<file path="src/rtl/fetch_inst_buf_pkg.sv">
// Shared width configuration for the fetch instruction buffer.
// Widths default here unless the CPU configuration has already defined them.
`ifndef AddrWidth
`define AddrWidth 32
`endif
`ifndef InstWidth
`define InstWidth 32
`endif

package fetch_inst_buf_pkg;
  localparam int ADDR_W = `AddrWidth;
  localparam int INST_W = `InstWidth;
endpackage

</file>
<file path="src/rtl/fetch_inst_buf_ram.sv">
// Register-array storage for the fetch queue.
// One synchronous write port and one asynchronous read port.
module fetch_inst_buf_ram
  import fetch_inst_buf_pkg::*;
#(
  parameter int W     = ADDR_W + INST_W,
  parameter int DEPTH = 4,
  parameter int PTR   = $clog2(DEPTH)
) (
  input  logic           clk,
  input  logic           reset,
  input  logic           wr_en,
  input  logic [PTR-1:0] wr_addr,
  input  logic [W-1:0]   wr_data,
  input  logic [PTR-1:0] rd_addr,
  output logic [W-1:0]   rd_data
);

  logic [W-1:0] mem [DEPTH];

  always_ff @(posedge clk) begin
    if (reset) begin
      for (int i = 0; i < DEPTH; i++) mem[i] <= '0;
    end else if (wr_en) begin
      mem[wr_addr] <= wr_data;
    end
  end

  assign rd_data = mem[rd_addr];

endmodule

</file>
<file path="src/rtl/fetch_inst_buf.sv">
// Instruction queue between ICache responses and decode.
// First-word fall-through head; flush drains everything in one cycle.
module fetch_inst_buf
  import fetch_inst_buf_pkg::*;
#(
  parameter  int ADDR  = ADDR_W,
  parameter  int INST  = INST_W,
  parameter  int DEPTH = 4,
  localparam int PTR   = $clog2(DEPTH),
  localparam int CNT   = $clog2(DEPTH + 1)
) (
  input  logic            clk,
  input  logic            reset,
  input  logic            flush_,
  input  logic            in_e_,
  input  logic [ADDR-1:0] in_pc,
  input  logic [INST-1:0] in_inst,
  output logic            buf_full,
  output logic [CNT-1:0]  buf_cnt,
  output logic            inst_e_,
  output logic [ADDR-1:0] inst_pc,
  output logic [INST-1:0] inst,
  input  logic            dec_stall
);

  logic [PTR-1:0]       wr_ptr;
  logic [PTR-1:0]       rd_ptr;
  logic [CNT-1:0]       cnt;
  logic                 push;
  logic                 pop;
  logic [ADDR+INST-1:0] rd_data;

  // buf_full depends only on cnt, so dec_stall never reaches it combinationally.
  assign buf_full = (cnt == CNT'(DEPTH));
  assign buf_cnt  = cnt;
  assign inst_e_  = (cnt == '0);
  assign push     = !in_e_ && !buf_full;
  assign pop      = !inst_e_ && !dec_stall;

  always_ff @(posedge clk) begin
    if (reset || !flush_) begin
      wr_ptr <= '0;
      rd_ptr <= '0;
      cnt    <= '0;
    end else begin
      if (push) wr_ptr <= wr_ptr + PTR'(1);
      if (pop)  rd_ptr <= rd_ptr + PTR'(1);
      if (push && !pop)      cnt <= cnt + CNT'(1);
      else if (!push && pop) cnt <= cnt - CNT'(1);
    end
  end

  fetch_inst_buf_ram #(
    .W     (ADDR + INST),
    .DEPTH (DEPTH),
    .PTR   (PTR)
  ) u_ram (
    .clk     (clk),
    .reset   (reset),
    .wr_en   (push && flush_),
    .wr_addr (wr_ptr),
    .wr_data ({in_pc, in_inst}),
    .rd_addr (rd_ptr),
    .rd_data (rd_data)
  );

  assign {inst_pc, inst} = rd_data;

endmodule

</file>
<file path="config.mk">
export PLATFORM = sky130hd
export DESIGN_NAME = fetch_inst_buf
export DESIGN_NICKNAME = d
export VERILOG_FILES = /design/src/rtl/fetch_inst_buf_pkg.sv /design/src/rtl/fetch_inst_buf_ram.sv /design/src/rtl/fetch_inst_buf.sv
export SDC_FILE = /design/constraint.sdc
export NUM_CORES = 1
export LEC_CHECK = 0
export ABC_AREA = 1
export BUFFER_PORTS_ARGS = -buffer_cell sky130_fd_sc_hd__clkbuf_2
export CAP_MARGIN = 15
export CORE_ASPECT_RATIO = 2
export CORE_MARGIN = 10
export CORE_UTILIZATION = 45
export DETAILED_ROUTE_END_ITERATION = 16
export GPL_TIMING_DRIVEN = 0
export PLACE_DENSITY_LB_ADDON = 0.25
export SLEW_MARGIN = 40
export SYNTH_ARGS = -nofsm -noshare
export SYNTH_HDL_FRONTEND = slang
export SYNTH_HIERARCHICAL = 1
export SYNTH_SLANG_ARGS = --single-unit
</file>
<file path="constraint.sdc">
create_clock -name clk -period 18.1 [get_ports clk]
set_clock_uncertainty 0.2 [all_clocks]
set_input_delay 3.62 -clock clk [delete_from_list [all_inputs] [get_ports clk]]
set_output_delay 3.62 -clock clk [all_outputs]
set_load 0.02 [all_outputs]
</file>
==> results.md <==
- Remaining DRCs: 0
- first-pass GRT wire length: 51.0 mm
- slew at the pin closest to its max-slew limit: 665 ps
- via count: 9559
- count of port buffers added during placement: 137
- crit path kind: flop to output pin
- most used flip-flop cell after synthesis: sky130_fd_sc_hd__edfxtp_1
- Final Slew Violations: 0
- Crit Reg-Reg Endpoint: u_ram/mem[1][39]$_SDFFCE_PN0P_
- period utilization: 32.9%
- maximum fanout encountered on the critical timing path: 10
- worst reg-to-reg path cell count: 11
- number of antenna cells inserted: 0
- number of warnings issued by yosys: 6
- leading cell types by total area after synthesis: sky130_fd_sc_hd__edfxtp_1 (60%), sky130_fd_sc_hd__inv_1 (9.8%), sky130_fd_sc_hd__nand2_1 (9.8%), sky130_fd_sc_hd__nor2_1 (5.8%), sky130_fd_sc_hd__nand3_1 (5.2%)
- clock tree from TritonCTS: built
- number of cells in the design after placement: 1932
- launch point of the critical path: rd_ptr[1]$_SDFFE_PP0P_
- number of cells in the finished layout apart from fillers: 1972
- post-synth design cell area: 12800 sq um
- count of cells resized by post-cts repair: 0
- maximum number of pins on one net before global-route repair: 35
- TritonCTS Sinks: 263
- Final setup violation count: 0
- aggregate global routing overflow: 0
- Yosys top cell by area: sky130_fd_sc_hd__edfxtp_1
- Mapped Avg Cell Area: 8.98 sq um
- floorplan row count: 87
- setup repair after global routing missed its margin: false
- data required time at the worst endpoint: 14280 ps
- die extent in x: 139 microns
- run status: completed
- total routed wirelength: 33.0 mm
- Gate Count Post-Synth: 1430
- clock tree root driver cell: sky130_fd_sc_hd__clkbuf_16
- hold path depth: 2
- deepest clock path buffer count: 3
- initial standard-cell utilization of the core: 45.6%
- Synth top area share: 59.8%
- Clock Pin Slew Worst Setup and Hold Paths: 70 ps
- Critical Path Sink: inst[27]
- Vert. Die Dim: 259 microns
- average routed wire per standard cell: 16.7 microns
- summed negative setup slack over all endpoints: 0 ps
- Distinct cells, synth: 25
- area of placed instances: 14200 sq um
- proportion of layout cells with a drive suffix above 1: 18.3%
- source of the worst hold timing path: wr_ptr[0]$_SDFFE_PP0P_
- delay of the slowest critical-path stage: 500 ps
- CTS H-Tree Depth: 1
- placer congestion estimate: 0.807
- slowest cell on the critical path: sky130_fd_sc_hd__clkbuf_1
- series of cell instances along the critical path: inv_2 -> clkbuf_1 -> nand3_1 -> nand2_1 -> clkbuf_2
- Max-Slew Margin vs Limit: 55.6%
- CP endpoint kind: output pin
- CP Data Arrival Time: 2130 ps
- maximum capacitance violations: 0
- number of detailed-routing iterations run before antenna repair: 5
- total die area: 36100 sq um
- vias per std cell: 4.85
- Clock Latency Late Sink: 530 ps
- number of synthesized register bits: 263
- critical path depth: 5
- Iteration-0 DRC Markers: 616
- post-detailed-route count of antenna-violating nets: 0
- Max Clock Freq: 168 MHz
- number of global-route vias before repair: 9645
- PD cells: 92.1 nW/um^2
- async set or reset register ratio after synthesis: 0%
- aggregate global-route resource usage: 17.8%
- FF-to-FF setup slack: 15200 ps
- startpoint of the worst-slack reg-to-reg timing path: buf_cnt[0]$_SDFFE_PP0P_
- path type of the worst min-delay path: flop to flop
- number of enable-type register cells in the synthesized netlist: 256
- TritonCTS Buffers: 23
- total I/O pin count: 138
- number of antenna violations at the first check in global routing: 0
- top cells by count, synth: sky130_fd_sc_hd__inv_1 (335), sky130_fd_sc_hd__nand2_1 (335), sky130_fd_sc_hd__edfxtp_1 (256)
- worst path buffer plus inverter count: 3
- leak pwr: 0.00715 uW
- NumNets Final: 1672
- fillcell total: 2607
- area growth from synthesis to final layout: 16.4%
- core outline area: 28200 sq um
- Critical Path Start Type: flop
- fraction of the yosys area taken by sequential cells: 60.9%
- dpl hpwl: 23.0 mm
- number of endpoints with negative hold slack in the final report: 0
- final critical-path required period: 5950 ps
- syn_nets: 1501
- design area: 14900 sq um
- CTS Hold Buffers Added: 0
- Top Family by Delay on Critical Path: buffers and inverters
- IR drop worst, VDD: 57.8 uV
- buffers inserted during post-CTS setup optimization: 0
[layout make-up]
class	count	area (sq um)	share of cell area [%]
timing repair buffer	146	853	5.71
clock inverter	9	155	1.04
multi-input combinational	750	3330	22.3
inverter	341	1280	8.56
tap	356	445	2.98
buffer	76	445	2.98
sequential	263	7830	52.4
clock buffer	31	616	4.12
[worst reg2reg max path, cell delays in order, from the launching register on]
cell and delay, ps:
sky130_fd_sc_hd__dfxtp_1 430, sky130_fd_sc_hd__inv_2 90, sky130_fd_sc_hd__nand3_2 120, sky130_fd_sc_hd__nand2_2 90, sky130_fd_sc_hd__nor2_1 220, sky130_fd_sc_hd__inv_2 90
sky130_fd_sc_hd__nor2_2 100, sky130_fd_sc_hd__nand3_1 100, sky130_fd_sc_hd__buf_4 210, sky130_fd_sc_hd__buf_6 170, sky130_fd_sc_hd__nand2_4 390, sky130_fd_sc_hd__buf_12 300
[cells by family after synthesis]
family                   share of synthesized area [%]
AND/OR/NAND/NOR                                   25.0
buffers and inverters                             13.4
flip-flops                                        60.9
AO/OA/AOI/OAI                                    0.370
adder cells (fa/ha/maj)                          0.253
[power by group]
| part | leakage [uW] | total [uW] | internal, uW | switching, uW |
|---|---|---|---|---|
| clock network | 0.000372 | 512 | 297 | 215 |
| logic | 0.00407 | 161 | 47.8 | 113 |
| registers | 0.00271 | 705 | 697 | 7.99 |
[sequential cells by signal (all words and copies together) (netlist names)]
register / flops
buf_cnt: 3
rd_ptr: 2
u_ram/mem: 256
wr_ptr: 2
[layout by cell type, fill, tap and decap left out, types with 2 or more instances in the layout]
| cell | count |
|---|---|
| sky130_fd_sc_hd__nor2_1 | 200 |
| sky130_fd_sc_hd__buf_4 | 5 |
| sky130_fd_sc_hd__nor3_1 | 34 |
| sky130_fd_sc_hd__buf_12 | 4 |
| sky130_fd_sc_hd__edfxtp_1 | 256 |
| sky130_fd_sc_hd__buf_1 | 3 |
| sky130_fd_sc_hd__nand2_4 | 3 |
| sky130_fd_sc_hd__a21oi_2 | 2 |
| sky130_fd_sc_hd__nand2_2 | 2 |
| sky130_fd_sc_hd__buf_2 | 53 |
| sky130_fd_sc_hd__buf_8 | 4 |
| sky130_fd_sc_hd__dfxtp_1 | 7 |
| sky130_fd_sc_hd__inv_1 | 335 |
| sky130_fd_sc_hd__clkinv_2 | 2 |
| sky130_fd_sc_hd__bufinv_16 | 4 |
| sky130_fd_sc_hd__clkbuf_16 | 23 |
| sky130_fd_sc_hd__nand2_1 | 332 |
| sky130_fd_sc_hd__clkbuf_1 | 12 |
| sky130_fd_sc_hd__buf_6 | 10 |
| sky130_fd_sc_hd__nor3_2 | 30 |
| sky130_fd_sc_hd__o21ai_0 | 2 |
| sky130_fd_sc_hd__clkbuf_2 | 137 |
| sky130_fd_sc_hd__nand3_1 | 134 |
| sky130_fd_sc_hd__inv_2 | 6 |
| sky130_fd_sc_hd__a21oi_1 | 3 |
[stage by stage]
step / utilization [%] / setup WS, ps / total power (uW) / hold slack, ps
2_1_floorplan: - / 8850 / 819 / 269
3_3_place_gp: 49.6 / 5480 / 876 / 307
3_5_place_dp: 50.3 / 12050 / 881 / 314
4_1_cts: 53.0 / 12100 / 1390 / 324
5_1_grt: 53.0 / 12040 / 1430 / 374
6_report: 53.0 / 12150 / 1380 / 327
[worst min path at each step]
stage	to	slack, ps
after CTS	wr_ptr[0]$_SDFFE_PP0P_	320
after detailed placement	wr_ptr[0]$_SDFFE_PP0P_	310
after floorplan	rd_ptr[0]$_SDFFE_PP0P_	270
final	wr_ptr[0]$_SDFFE_PP0P_	330
after global placement	wr_ptr[0]$_SDFFE_PP0P_	310
after global routing	wr_ptr[0]$_SDFFE_PP0P_	370
[routing by layer]
layer / GRT usage, % / vias to the layer above / share of wire (%)
li1: - / 4717 / -
met1: 17.9 / 4475 / 35
met2: 34.9 / 302 / 57
met3: 2.36 / 65 / 5.1
met4: 7.86 / 0 / 3.1
met5: 0 / - / 0
No activity file was read; power rests on OpenSTA's default activity.
